File: src/rtl/display_scan_ctrl.sv
// Seven-segment scan scheduler: walks the active digits through guard (dark) and
// dwell (lit) slots, showing a per-frame snapshot with leading-zero suppression.
module display_scan_ctrl #(
  parameter int DWELL_CYCLES = 100000,
  parameter int GUARD_CYCLES = 2000
) (
  input  logic        clk,
  input  logic        rst_n,
  input  logic        mode,
  input  logic        rs_en,
  input  logic        lz_en,
  input  logic [31:0] digits_in,
  input  logic [7:0]  dp_in,
  output logic [2:0]  digit_sel,
  output logic [3:0]  digit_val,
  output logic        dp,
  output logic        blank,
  output logic        frame_tick
);

  localparam int MAX_CYCLES = (DWELL_CYCLES > GUARD_CYCLES) ? DWELL_CYCLES : GUARD_CYCLES;
  localparam int CW         = $clog2(MAX_CYCLES + 1);
  localparam logic [CW-1:0] DWELL_LAST = CW'(DWELL_CYCLES - 1);
  localparam logic [CW-1:0] GUARD_LAST = CW'(GUARD_CYCLES - 1);

  typedef enum logic [1:0] {
    ST_OFF,
    ST_GUARD,
    ST_DWELL
  } state_t;

  state_t        state, state_d;
  logic [CW-1:0] cnt, cnt_d;
  logic [2:0]    sel_d;
  logic [31:0]   snap, snap_d;
  logic [7:0]    snap_dp, snap_dp_d;
  logic          mode_q;
  logic          en;
  logic [2:0]    last;
  logic          tick_d;
  logic          blank_d;

  // Suppressed when every snapshot digit from i up to the last scanned one is zero.
  function automatic logic supp_f(input logic [2:0] i, input logic [31:0] s,
                                  input logic [2:0] lst, input logic lz);
    logic all_zero;
    all_zero = 1'b1;
    for (int k = 1; k < 8; k++) begin
      if (k >= int'(i) && k <= int'(lst) && s[k*4 +: 4] != 4'd0) all_zero = 1'b0;
    end
    return lz && (i != 3'd0) && all_zero;
  endfunction

  always_comb begin
    en        = mode | rs_en;
    last      = mode ? 3'd2 : 3'd3;
    state_d   = state;
    cnt_d     = cnt;
    sel_d     = digit_sel;
    snap_d    = snap;
    snap_dp_d = snap_dp;
    tick_d    = 1'b0;
    blank_d   = 1'b1;

    if (!en) begin
      state_d = ST_OFF;
      cnt_d   = '0;
    end else if (mode != mode_q || state == ST_OFF) begin
      // A mode switch restarts the frame so a stale 4th-digit slot never shows.
      state_d = ST_GUARD;
      sel_d   = 3'd0;
      cnt_d   = '0;
    end else begin
      case (state)
        ST_GUARD: begin
          if (cnt == GUARD_LAST) begin
            state_d = ST_DWELL;
            cnt_d   = '0;
            if (digit_sel == 3'd0) begin
              snap_d    = digits_in;
              snap_dp_d = dp_in;
              tick_d    = 1'b1;
            end
          end else begin
            cnt_d = cnt + 1'b1;
          end
        end
        ST_DWELL: begin
          if (cnt == DWELL_LAST) begin
            state_d = ST_GUARD;
            cnt_d   = '0;
            sel_d   = (digit_sel >= last) ? 3'd0 : digit_sel + 3'd1;
          end else begin
            cnt_d = cnt + 1'b1;
          end
        end
        default: begin
          state_d = ST_OFF;
          cnt_d   = '0;
        end
      endcase
    end

    if (state_d == ST_DWELL) blank_d = supp_f(sel_d, snap_d, last, lz_en);
  end

  always_ff @(posedge clk or negedge rst_n) begin
    if (!rst_n) begin
      state      <= ST_OFF;
      cnt        <= '0;
      digit_sel  <= 3'd0;
      snap       <= 32'd0;
      snap_dp    <= 8'd0;
      mode_q     <= 1'b0;
      digit_val  <= 4'd0;
      dp         <= 1'b0;
      blank      <= 1'b1;
      frame_tick <= 1'b0;
    end else begin
      state      <= state_d;
      cnt        <= cnt_d;
      digit_sel  <= sel_d;
      snap       <= snap_d;
      snap_dp    <= snap_dp_d;
      mode_q     <= mode;
      digit_val  <= snap_d[{sel_d, 2'b00} +: 4];
      dp         <= snap_dp_d[sel_d];
      blank      <= blank_d;
      frame_tick <= tick_d;
    end
  end

endmodule

File: config.mk
export PLATFORM = sky130hd
export DESIGN_NAME = display_scan_ctrl
export DESIGN_NICKNAME = d
export VERILOG_FILES = /design/src/rtl/display_scan_ctrl.sv
export SDC_FILE = /design/constraint.sdc
export NUM_CORES = 1
export LEC_CHECK = 0
export BUFFER_PORTS_ARGS = -buffer_cell sky130_fd_sc_hd__buf_4
export CORE_MARGIN = 4
export CORE_UTILIZATION = 56
export CTS_CLUSTER_SIZE = 10
export DETAILED_ROUTE_END_ITERATION = 10
export PLACE_DENSITY = 0.86
export SYNTH_ARGS = -nofsm -noshare
export SYNTH_HDL_FRONTEND = slang
export SYNTH_SLANG_ARGS = --single-unit
File: constraint.sdc
create_clock -name clk -period 4.13 [get_ports clk]
set_input_delay 0.2065 -clock clk [delete_from_list [all_inputs] [get_ports clk]]
set_output_delay 0.2065 -clock clk [all_outputs]
set_load 0.05 [all_outputs]
Word level (Yosys, flattened, before mapping)

Cells that the tools add are included.
W data, S select, Z words.

Add/sub/neg operators: 2
Order comparisons: 15
Equality and inequality tests: 6
Shifts and indexed selects: 1
Muxes and demuxes: 42
Bitwise gates (word level): 1
Reductions and logical operators: 26

Operators with widths:

| kind                    | number |
|---|---|
| $mux W32                | 5 |
| $mux W17                | 4 |
| $mux W8                 | 5 |
| $pmux W17 S2            | 1 |
| $shiftx A32 B6 Y4       | 1 |
| $reduce_bool A4 Y1      | 7 |
| $add A17 B1 Y17 const B | 1 |
| $eq A17 B11 Y1 const B  | 1 |
| $eq A17 B17 Y1 const B  | 1 |
| $mux W1                 | 16 |
| $logic_and A1 B1 Y1     | 15 |
| $mux W3                 | 5 |
| $le A3 B2 Y1 const A    | 4 |
| $ge A3 B3 Y1 const A    | 3 |
| $mux W2                 | 4 |
| $ge A2 B3 Y1 const A    | 2 |
| $eq A2 B2 Y1 const B    | 2 |
| $le A2 B2 Y1 const A    | 2 |
| $lt A3 B4 Y1 const B    | 1 |
| $pmux W2 S2             | 1 |
| $add A3 B1 Y3 const B   | 1 |
| $bmux W1 S3             | 1 |
| $ge A1 B3 Y1 const A    | 1 |
| $ge A3 B2 Y1            | 1 |
| other kinds (8)         | 8 |

Register bits: 70
Input bits: 45
Output and inout bits: 10
Word-level logic and storage cells: 103

Longest topological paths before layout

Gate-level depths: netlist of run 1.

Word-level depth: 20
Depth in mapped cells: 11

Worst setup path after synthesis of run 1

Ideal clock, no wire load.

Path type: register to register
From: reg cnt[5]
To: reg digit_val[2]
Arrival: 2.855 ns
Required time: 4.005 ns
Slack: 1.150 ns
Stages on the path, launching flop included: 9
Clock period less this slack: 2.980 ns
Path through: dfrtp_1 > or4_4 > or4b_4 > or4b_4 > a21oi_4 > buf_12 > mux2i_1 > mux2i_1 > mux2_2

Cells in the longest elaborated chain, start to end: 6
Elaborated cells on any way between the ends: 11

RTL lines:

| element                | RTL line | source |
|---|---|---|
| start, declared        | 33       | `logic [CW-1:0] cnt, cnt_d;` |
| start signal, assigned | 121      | `cnt <= cnt_d;` |
| $eq A17 B17 Y1         | 89       | `if (cnt == DWELL_LAST) begin` |
| $mux W3                | 89       |  |
| $mux W3                | 74       | `case (state)` |
| $mux W3                | 68       | `end else if (mode != mode_q \|\| state == ST_OFF) begin` |
| $mux W3                | 65       | `if (!en) begin` |
| net sel_d[2]           | 34       | `logic [2:0] sel_d;` |
| $shiftx A32 B6 Y4      | 126      | `digit_val <= snap_d[{sel_d, 2'b00} +: 4];` |
| end signal, assigned   | 126      |  |
| end, declared          | 15       | `output logic [3:0] digit_val,` |

The timed path passes the listed nets, and every way through them passes these cells.

Worst setup path after layout of run 1

From: reg cnt[5]
To: reg digit_val[2]

Cells in the longest elaborated chain, start to end: 6
Elaborated cells on any way between the ends: 11

RTL lines:

| element                                          | RTL line |
|---|---|
| $eq A17 B11 Y1 or $eq A17 B17 Y1 (tied branches) | 76, 89 |
| $mux W32 or $mux W3 (tied branches)              | 76, 89 |
| $mux W32 or $mux W3 (tied branches)              | 74 |
| $mux W32 or $mux W3 (tied branches)              | 68 |
| $mux W32 or $mux W3 (tied branches)              | 65 |
| $shiftx A32 B6 Y4 (*)                            | 126 |

Every way passes the cells marked *; elsewhere a longest branch is shown, timed or not.

==> summary by stage, run 1 <==
Critical path
Grouping stages by cell kind, the critical path spends the most delay in simple AND/OR/NAND/NOR gates. The start of the worst register-to-register path is cnt[5]$_DFF_PN0_. On the worst path, the slowest cell contributes a delay of 0.56 ns. STA classifies the critical path endpoint as a flop. The critical path in this run is classified as reg2reg. STA classifies the critical path startpoint as a flop. Setup slack on the worst reg-to-reg path comes out at 0.87 ns. For the worst flop-to-flop path, the logic depth is 7. The slowest stage cell on the critical path is or4_4. Walking the worst path, the cells encountered are or4_4, or4b_4, or4b_4, a21oi_4, mux2i_1, mux2i_1, mux2_2. Of all nets on the critical path, the largest fanout is 14. The number of buffers and inverters on the critical path is 0. The capture point of the worst reg-to-reg path is digit_val[2]$_DFF_PN0_.

STA puts the critical path data required time at 4.37 ns. At the worst endpoint, the arrival time is roughly 3.5 ns.

Finish
Cells with a size suffix above 1 make up 33.7% of the layout. Compared with the post-synthesis result, the final layout area differs by 18.4%. The antenna diode count is 0. The non-filler instance count after layout is 440. Measured on the finished design, the core utilization comes to 68.8%. The cell area after layout is 4120 um2. The final layout net count is between 400 and 500.

Synthesis
The biggest area contributor in the post-synthesis netlist is dfrtp_1. Sorting the synthesized cells by how often they occur yields dfrtp_1 (69), mux2_2 (38), nor2_1 (33), mux2i_1 (26). The mean cell area of the mapped netlist is ~12 um2.

The number of distinct library cells after synthesis is 50. The post-synthesis instance area is 3480 um2. The top cell type's share of synthesized area is 49.6%. The most used flip-flop cell after synthesis is dfrtp_1. The number of enable flip-flop cells after synthesis is 0. The synthesis-stage register bit count is 70. By area the synthesized netlist is led by dfrtp_1 (50%), mux2_2 (12%), mux2i_1 (7.5%). Counting every instance in the synthesized netlist gives between 300 and 400. In the post-synthesis netlist, the cell with the most instances is dfrtp_1.

The number of warnings reported in the yosys synthesis log is 0. Counting flops with an async set or reset pin after synthesis yields a share of 100%. The synthesized net count is 354.

The sequential share of the synthesized area is between 50% and 60%.

Global routing
The global-route congestion overflow total is 0. In the global route stage, overall resource usage came out at 21.0%. The initial antenna violation count is 0. The first global-routing pass estimated 12.3 mm of wire. The number of global-route vias before repair is 2,601. Entering global routing, the biggest net connects 71 pins.

STA
The setup TNS after final layout is 0 ns. Setup repair after global routing left no endpoint under its margin. Measured against its own limit, the worst slew margin works out to a little over two fifths. At the pin with the least slew margin, the transition time is between 0.8 and 0.9 ns.

The post-layout worst setup margin is 0.867 ns. The maximum frequency from static timing analysis is 306 MHz. After layout, the worst path uses 79.0% of the clock period. The number of pins with negative max-slew slack in the final report is 0. The number of endpoints with negative hold slack in the final report was slightly below 70. Setup violations remaining at the end of the flow were counted as 0.

Final hold analysis gives a worst-case slack of -0.0367 ns. The maximum clock skew at final layout is 0.00982 ns. For the finished layout, the period the worst path requires is 3.26 ns.

CTS
The total CTS buffers is 9. For this design, the CTS-stage hold fixing added 0 buffers. The TritonCTS clock tree is yes.

In this run the deepest clock path goes through 2 buffers. The clock-pin slew of the registers on the worst-case setup and hold paths is 0.08 ns. The setup fix buffers added after clock tree synthesis is 0. The root buffer cell chosen for the clock tree is clkbuf_8. Clock tree synthesis found a total of 70 sinks. Post-CTS repair changed the size of 0 cells.

At the later pin of the worst-skew pair, clock insertion delay measures ~0.35 ns. The H-tree was split into 3 levels.

Placement
In this run the cell area measured after placement is 3950 um2. The number of cells after detailed placement is 424. Before CTS, the worst setup slack after placement is 0.874 ns.

The routability congestion estimate from global placement is 0.839. The number of port buffers is 54. The estimated wirelength of the detail-placed design is 5.29 mm.

Pwr
The areal power density over the cells is 305 nW/um2. The reported leakage power is about 2.1 nW. The largest voltage drop on the vdd net is 0.000228 V. The total chip power is 1.26 mW.

Die
The core box area is about 6000 um2. Measured along the x axis, the die boundary spans 86.9 um. The number of top-level pins is 55. The total number of placement rows is 28. Once the floorplan was initialized, standard cells occupied roughly three fifths of the core. The area enclosed by the die boundary is 7550 um2.

In this run the vertical extent of the chip is around 87 um.

Route
In this run the remaining antenna-violating nets after routing total 0. The pre-antenna-repair detailed-routing pass consisted of 4 iterations. The detailed-route wire length is around 7.2 mm. The number of vias after detailed routing is between 2,000 and 2,500. For this run, design rule violations remaining after detail routing come to 0. The mean number of vias per cell is 5.59.

After the first detailed-routing iteration, the DRC count stood at 137. In the final routed layout, each cell accounts on average for approximately 16 um.

Worst hold path
In this run the worst hold path is classified as in2async.

Outcome
The flow ran to the end, but the final reports show violations. The final reports fail on negative hold slack.

Flow run
Across the run, the number of max-cap violations was 0.
-- where the power goes --
group / internal, mW / switching, mW / total (mW)
Sequential: 0.688 / 0.00277 / 0.691
Combinational: 0.0366 / 0.0393 / 0.0759
Clock: 0.232 / 0.261 / 0.493
-- cells by family (layout without fill, tap and decap cells) --
| group | Yosys count | count (layout) | synth area share, % |
|---|---|---|---|
| compound gates | 31 | 31 | 6.47 |
| fa+ha+maj | 7 | 7 | 2.51 |
| xor+xnor | 15 | 15 | 3.77 |
| flops | 70 | 70 | 50.3 |
| mux | 65 | 65 | 20.1 |
| buf+inv | 27 | 90 | 3.59 |
| simple gates | 87 | 87 | 13.3 |
-- layout make-up --
class	count	area (um2)
Multi-Input combinational cell	205	1610
Tap cell	75	93.8
Sequential cell	70	1750
Inverter	16	62.6
Fill cell	427	1870
Clock buffer	10	138
Clock inverter	6	36.3
Timing Repair Buffer	58	435
-- flip-flops by register name, indices dropped and copies added, names as in the netlist --
| signal | count |
|---|---|
| snap | 32 |
| cnt | 17 |
| snap_dp | 8 |
| digit_val | 4 |
| digit_sel | 3 |
| state | 2 |
| blank | 1 |
| dp | 1 |
| frame_tick | 1 |
| mode_q | 1 |
-- cell usage in the layout (no fill, tap or decap), types with 2 or more instances in the layout --
master	count
nor3_1	4
xor2_1	8
nand2_1	15
dfrtp_1	69
nor4_2	2
o211ai_1	2
or4b_4	2
o21a_1	3
clkinv_2	4
a31oi_1	2
a211o_1	2
nand4_1	2
nor4_1	3
buf_4	58
inv_1	15
o21ai_0	5
xnor2_1	7
ha_1	7
nand3_1	11
nor2_1	33
and3_1	3
a211oi_1	3
a21oi_1	4
clkbuf_8	10
mux2i_1	26
mux2_2	38
or4_1	2
-- worst max-delay path by stage --
stage	start	endpoint	slack [ns]	depth (start not counted)
4_1_cts	cnt[5]$_DFF_PN0_	dp$_DFF_PN0_	0.84	7
5_1_grt	cnt[5]$_DFF_PN0_	digit_val[2]$_DFF_PN0_	0.76	7
3_5_place_dp	cnt[5]$_DFF_PN0_	dp$_DFF_PN0_	0.87	7
6_report	cnt[5]$_DFF_PN0_	digit_val[2]$_DFF_PN0_	0.87	7
3_3_place_gp	cnt[5]$_DFF_PN0_	digit_val[2]$_DFF_PN0_	0.98	7
2_1_floorplan	cnt[5]$_DFF_PN0_	digit_val[2]$_DFF_PN0_	1.15	8
-- layer usage --
layer  track usage (%)  wire length, um  part of all wire [%]  vias up
met2              33.5             3520                    49       63
met4              9.63              155                   2.2        0
met3              3.97              324                   4.5       13
li1                  -                -                     -     1185
met1              27.7             3190                    44     1200
met5                 0                0                     0        -
Note: power is estimated with default switching activity, not from simulation.
==> run 2, diff against run 1 <==
--- a/config.mk
+++ b/config.mk
@@ -7,10 +7,10 @@
 export LEC_CHECK = 0
 export BUFFER_PORTS_ARGS = -buffer_cell sky130_fd_sc_hd__buf_4
 export CORE_MARGIN = 4
-export CORE_UTILIZATION = 56
+export CORE_UTILIZATION = 51
 export CTS_CLUSTER_SIZE = 10
 export DETAILED_ROUTE_END_ITERATION = 10
-export PLACE_DENSITY = 0.86
+export PLACE_DENSITY = 0.83
 export SYNTH_ARGS = -nofsm -noshare
 export SYNTH_HDL_FRONTEND = slang
 export SYNTH_SLANG_ARGS = --single-unit
==> constraint.sdc (replaced) <==
create_clock -name clk -period 2.73 [get_ports clk]
set_input_delay 0.1365 -clock clk [delete_from_list [all_inputs] [get_ports clk]]
set_output_delay 0.1365 -clock clk [all_outputs]
set_load 0.05 [all_outputs]
==> summary by stage, run 2 (synthesis results as in run 1) <==
CTS
The CTS root buffer is clkbuf_8. The clock-pin slew of the registers on the worst-case setup and hold paths is 0.08 ns (about the same). The total CTS buffers is 9 (unchanged). The TritonCTS clock tree is yes. The clock insertion delay at the later pin of the skew report was 0.35 ns (about the same).

The largest buffer count on any clock path is 2 (unchanged). The H-tree depth was 3 (unchanged). The setup fix buffers added after clock tree synthesis is 0 (unchanged). The sink count of the clock tree is 70 (unchanged).

Critical path
STA classifies the critical path endpoint as a flop. The data required time of the critical path came to 2.96 ns (-1.41 ns). Broken down by cell family, the worst path's largest delay share belongs to simple AND/OR/NAND/NOR gates. On the critical path, the stage with the largest delay is an instance of or4_4.

The critical path goes through or4_4, or4b_4, or4b_4, a21oi_4, buf_12, mux2i_1, mux2i_1, mux2_2. The maximum fanout along the worst path is 10 (-4). The sort of element at the start of the critical path is a flop. The buffering stage count on the worst path with inverters included was 1 (+1).

The stage delay of the slowest cell on the critical path is 0.53 ns (-0.03 ns). The setup path with the least slack is of type reg2reg. The data arrival at the endpoint of the critical path is 3.12 ns (-0.38 ns).

Flow run
The number of max-cap violations is 0 (unchanged).

Finish
The number of flip-flops in the largest register came to 32 (unchanged). Counting flops per register, the top entry is snap. In the final layout, the registers with the most flip-flops are snap x32, cnt x17, snap_dp x8. The antenna diode count is 0 (unchanged). The area growth from synthesis to layout is 25.0%. The area of combinational cells with multiple inputs is 1620 um2 (+1.1%).

The area occupied by registers is 1750 um2 (about the same). The core occupancy in the finished layout came to 67.0% (-1.8 points). The fraction of layout cells with a size suffix above 1 came to 37.8% (+4.1 points). The filler cell count in the final layout is 481 (+13%). Leaving out fill and tap cells, the most frequent cell in the layout is buf_4.

The final layout net count is 431 (+4.6%). The non-filler instance count after layout is 461 (+4.8%). The library cells used most frequently in the layout, excluding fill and tap cells, are buf_4 (70), dfrtp_1 (68), mux2_2 (38).

Route
The final antenna-violating net count is 0 (unchanged). The mean number of vias per cell was 5.57 (-0.41%). The number of vias after detailed routing is 2,568 (+4.3%). The wire length per cell is 16.4 um (+0.27%).

The starting DRC count in detailed routing was 141 (+2.9%). The first-pass iteration count of the detailed router is 4 (unchanged). The residual DRC count is 0 (unchanged). The detailed-route wire length was 7.55 mm (+5.1%).

STA
The final setup violation count is 6 (+6). The setup TNS after final layout is -0.690 ns (-0.690 ns). The number of pins with negative max-slew slack in the final report is 0 (unchanged). The fraction of the cycle the final worst path needs was 106% (+27 points). The post-layout worst setup margin is -0.161 ns (-1.03 ns).

The headroom to the max-slew limit came to 43.1% (-0.28 points). The minimum hold slack came to 0.0299 ns (+0.0666 ns). Setup repair after global routing could not meet its margin everywhere.

The number of endpoints with negative hold slack in the final report is 0 (-100%). The maximum clock skew at final layout came to 0.0137 ns (+0.00391 ns). The maximum frequency from static timing analysis came to 346 MHz (+13%). The worst-margin pin slew is 0.853 ns (+0.00427 ns).

The post-layout minimum cycle time came to 2.89 ns (-0.372 ns).

Pwr
The total chip power was 2.01 mW (+60%). The reported leakage power is 2.19 nW (+4.8%). The largest voltage drop on the vdd net is 0.000325 V (+42%). The areal power density over the cells is 462 nW/um2 (+51%).

Die
The starting density of the core is 53.6% (-4.5 points). The area enclosed by the die boundary was 8220 um2 (+8.9%). The chip height was 90.6 um (+4.3%). The core box area came to 6490 um2 (+8.4%). The overall die width is 90.6 um (+4.3%). The total number of placement rows is 29 (+3.6%).

The number of top-level pins was 55 (unchanged).

Placement
The number of cells after detailed placement is 442 (+4.2%). The routability congestion estimate from global placement is 0.855 (+1.9%). The estimated wirelength of the detail-placed design is 5.49 mm (+3.8%).

The number of port buffers is 54 (unchanged).

Global routing
The largest net degree at the start of global routing is 71 (unchanged). The initial antenna violation count is 0 (unchanged). The all-layer global routing usage came to 19.5% (-1.5 points).

The wire length of the first global-routing pass was 12.7 mm (+3.3%). The number of global-route vias before repair is 2,667 (+2.5%). The global-route congestion overflow total is 0 (unchanged).

Outcome
The final reports fail on negative setup slack. The run finished, with violations left.

Worst hold path
The min-delay analysis places its worst path in the category in2reg.
run 2: changes by cell type in the layout (fill, tap and decap cells not counted), moves of 2 or more:
cell / previous run / this run
dlygate4sd3_1: 0 / 2
clkinvlp_4: 1 / 3
clkinv_2: 4 / 0
buf_12: 0 / 2
mux2i_1: 26 / 24
mux2i_2: 0 / 2
buf_6: 0 / 2
buf_4: 58 / 70
run 2: power breakdown:
group          internal (mW)  switching [mW]
logic                 0.0640          0.0634
registers               1.04         0.00306
clock network          0.428           0.414
total                   1.53           0.480
run 2: metrics by stage:
step,setup WS (ns),instance area (um2)
after floorplan,-0.227,3480
after global placement,-0.0945,4100
after detailed placement,-0.167,4100
after CTS,-0.177,4350
after global routing,-0.277,4350
final,-0.161,4350
run 2: cell type report:
cell class	count	share of cell area [%]
clock inverters	6	1.61
well taps	77	2.21
inverters	16	1.44
multi-input cells	205	37.3
repair buffers	77	14.2
flip-flops and latches	70	40.3
clock buffers	10	2.93
run 2: metal layers:
| layer | up-vias | wire length [um] | part of all wire [%] | global-route usage [%] |
|---|---|---|---|---|
| li1 | 1222 | - | - | - |
| met1 | 1269 | 3250 | 43 | 24.5 |
| met2 | 60 | 3830 | 51 | 32.2 |
| met3 | 17 | 284 | 3.8 | 3.00 |
| met4 | 0 | 190 | 2.5 | 10.5 |
| met5 | - | 0 | 0 | 0 |
run 2: final timing paths:
kind / start / endpoint / slack, ns / cells past startpoint
max in group asynchronous: rst_n / digit_sel[0]$_DFF_PN0_ / 1.69 / 2
setup / recovery: cnt[5]$_DFF_PN0_ / digit_val[2]$_DFF_PN0_ / -0.16 / 8
min in group asynchronous: rst_n / cnt[3]$_DFF_PN0_ / 0.44 / 2
hold / removal: dp_in[1] / snap_dp[1]$_DFF_PN0_ / 0.03 / 2
hold reg to reg: snap[18]$_DFF_PN0_ / snap[18]$_DFF_PN0_ / 0.50 / 1
setup reg to reg: cnt[5]$_DFF_PN0_ / digit_val[2]$_DFF_PN0_ / -0.16 / 8
run 2: timing repair:
item                       4_1_cts  5_1_grt
hold endpoints to repair        70        0
cloned                           1        0
resized for setup                4        3
setup endpoints to repair        6        6
pin swaps                        2        1
hold buffers                     2        0
==> run 3, diff against run 2 <==
--- a/config.mk
+++ b/config.mk
@@ -6,7 +6,6 @@
 export NUM_CORES = 1
 export LEC_CHECK = 0
 export BUFFER_PORTS_ARGS = -buffer_cell sky130_fd_sc_hd__buf_4
-export CORE_MARGIN = 4
 export CORE_UTILIZATION = 51
 export CTS_CLUSTER_SIZE = 10
 export DETAILED_ROUTE_END_ITERATION = 10
==> summary by stage, run 3 (synthesis results as in run 1) <==
Outcome
The run finished, with violations left. The checks that failed: negative setup slack.

Critical path
The number of cells traversed by the worst register-to-register path is 8 (unchanged). STA classifies the critical path endpoint as a flop. The capture point of the worst reg-to-reg path is dp$_DFF_PN0_. The stage delay of the slowest cell on the critical path is 0.53 ns (about the same). The data required time of the critical path is 2.98 ns (+0.02 ns). The maximum fanout along the worst path is 11 (+1).

The startpoint identified for the worst register-to-register timing path is cnt[5]$_DFF_PN0_. The slowest stage cell on the critical path is or4_4. Walking the worst path, the cells encountered are or4_4, or4b_4, or4b_4, a21oi_4, buf_12, mux2i_4, mux2i_1, mux2_4. The critical path start-end classification is reg2reg. The slack of the worst reg-to-reg path is -0.24 ns (-0.07 ns). The data arrival at the endpoint of the critical path is 3.21 ns (+0.09 ns).

The buffering stage count on the worst path with inverters included came to 1 (unchanged). The sort of element at the start of the critical path is a flop. The most numerous cell type found on the critical path is or4b_4.

The critical path's top delay family is simple AND/OR/NAND/NOR gates.

STA
The number of pins with negative max-slew slack in the final report is 0 (unchanged). The final setup violation count is 6 (unchanged). The setup TNS after final layout is -0.944 ns (-0.255 ns). The maximum frequency from static timing analysis came to 337 MHz (-2.5%). Setup repair after global routing could not meet its margin everywhere.

The maximum clock skew at final layout was 0.0149 ns (+0.00119 ns). The fraction of the cycle the final worst path needs is 109% (+2.7 points). The worst-margin pin slew is 0.860 ns (+0.00682 ns). The headroom to the max-slew limit was 42.7% (-0.45 points).

The number of endpoints with negative hold slack in the final report was 0 (unchanged). The post-layout minimum cycle time came to 2.97 ns (+0.0746 ns). The post-layout worst setup margin is -0.236 ns (-0.0746 ns).

Placement
The worst setup timing slack at the placement stage is -0.207 ns (-0.0397 ns). The estimated wirelength of the detail-placed design is 5.44 mm (-0.87%). The number of port buffers is 54 (unchanged). The routability congestion estimate from global placement came to 0.829 (-3.0%).

Pwr
The register share of total power is 46.8% (-5.0 points). The switching portion of total power was 21.1% (-2.8 points). The largest voltage drop on the vdd net is 0.000322 V (-0.98%). The reported leakage power is 2.24 nW (+2.3%).

The clock network fraction of total power is 47.6% (+5.8 points). The areal power density over the cells is 503 nW/um2 (+8.8%). The cell-internal power is 1.76 mW (+15%). The share of total power in combinational logic came to 5.6% (-0.7 points). The power dissipated by switching net loads is 0.470 mW (-2.0%).

Finish
The number of flip-flops in the largest register came to 32 (unchanged). The top register by number of flip-flops is snap. In the layout the commonest cells are buf_4 (75), dfrtp_1 (68), mux2_2 (37). The fraction of layout cells with a size suffix above 1 came to 38.1% (+0.32 points). In the final layout, the registers with the most flip-flops are snap x32, cnt x17, snap_dp x8. The final layout net count is 433 (+0.46%). The antenna diode count is 0 (unchanged). Leaving out fill and tap cells, the most frequent cell in the layout is buf_4. The synthesis-to-finish area growth is 27.2%. The filler cell count in the final layout came to 470 (-2.3%).

CTS
The total CTS buffers is 9 (unchanged). The setup fix buffers added after clock tree synthesis was 0 (unchanged). The clock insertion delay at the later pin of the skew report was 0.36 ns (about the same). In this run the clock root is driven by a clkbuf_8. The sink count of the clock tree is 70 (unchanged).

The largest buffer count on any clock path is 2 (unchanged). The H-tree depth is 3 (unchanged). The clock-pin slew of the registers on the worst-case setup and hold paths is 0.08 ns (about the same). The TritonCTS clock tree is yes.

Die
The chip height is 84.6 um (-6.6%). The starting density of the core was 53.9% (+0.30 points). The total number of placement rows is 29 (unchanged). The overall die width was 84.6 um (-6.6%). The area enclosed by the die boundary is 7160 um2 (-13%). The number of top-level pins is 55 (unchanged). The core box area was 6460 um2 (-0.56%).

Route
The final antenna-violating net count is 0 (unchanged). The first-pass iteration count of the detailed router came to 6 (+2). The residual DRC count came to 0 (unchanged). The number of vias after detailed routing is 2,552 (-0.62%). The wire length per cell came to 16.6 um (+1.6%).

The detailed-route wire length came to 7.71 mm (+2.1%). The mean number of vias per cell is 5.51 (-1.1%). The starting DRC count in detailed routing is 142 (+0.71%).

Global routing
The initial antenna violation count is 0 (unchanged). The number of global-route vias before repair came to 2,596 (-2.7%). The largest net degree at the start of global routing was 71 (unchanged). The all-layer global routing usage is 23.3% (+3.9 points). The wire length of the first global-routing pass is 12.5 mm (-1.1%). The global-route congestion overflow total is 0 (unchanged).

Worst hold path
The count of cells along the worst hold path was 2 (unchanged). The hold path endpoint is snap[16]$_DFF_PN0_. The start point of the worst hold path is digits_in[16]. The class of the most critical hold timing path is in2reg.

Flow run
The number of max-cap violations is 0 (unchanged).
==> run 3: per-stage QoR <==
step | hold WS, ns | power (mW) | instances | cell area, um2 | util, %
after floorplan | -0.159 | 1.10 | 302 | 3480 | -
after global placement | 0.301 | 1.18 | 445 | 4120 | 63.8
after detailed placement | 0.307 | 1.19 | 445 | 4120 | 63.8
after CTS | 0.0118 | 2.25 | 463 | 4430 | 68.6
after global routing | 0.0103 | 2.31 | 463 | 4430 | 68.6
final | 0.0230 | 2.23 | 463 | 4430 | 68.6
==> run 3: how the worst max path moves through the flow <==
stage / depth (start not counted) / from / to / slack, ns
after CTS: 8 / cnt[5]$_DFF_PN0_ / dp$_DFF_PN0_ / -0.24
after detailed placement: 9 / cnt[5]$_DFF_PN0_ / digit_val[0]$_DFF_PN0_ / -0.21
after global routing: 8 / cnt[5]$_DFF_PN0_ / dp$_DFF_PN0_ / -0.30
after global placement: 8 / cnt[5]$_DFF_PN0_ / digit_val[2]$_DFF_PN0_ / -0.11
final: 8 / cnt[5]$_DFF_PN0_ / dp$_DFF_PN0_ / -0.24
after floorplan: 8 / cnt[5]$_DFF_PN0_ / digit_val[2]$_DFF_PN0_ / -0.23
==> run 3: final cells by class <==
cell class / count / area [um2] / share of cell area (%)
flip-flops and latches: 70 / 1750 / 39.6
multi-input cells: 205 / 1640 / 37.0
repair buffers: 79 / 623 / 14.1
clock buffers: 11 / 151 / 3.42
clock inverters: 5 / 105 / 2.37
well taps: 77 / 96.3 / 2.17
inverters: 16 / 62.6 / 1.41
==> run 3: per-layer routing <==
layer / vias to the layer above / track usage (%) / share of wire (%)
li1: 1220 / - / -
met1: 1254 / 29.4 / 44
met2: 63 / 37.9 / 49
met3: 15 / 6.78 / 4.9
met4: 0 / 9.71 / 2.1
met5: - / 0 / 0
==> run 3: timing repair <==
action,4_1_cts,5_1_grt
pin swaps,1,0
setup endpoints to repair,6,6
resized for setup,6,0
endpoints found under the hold margin,70,0
hold buffers,2,0
==> run 3: power groups by stage <==
stage | clock network, mW | registers (mW) | logic, mW
6_report | 1.06 | 1.04 | 0.125
5_1_grt | 1.12 | 1.04 | 0.140
4_1_cts | 1.08 | 1.04 | 0.126
3_5_place_dp | 0 | 1.06 | 0.123
3_3_place_gp | 0 | 1.06 | 0.121
2_1_floorplan | 0 | 1.06 | 0.0363
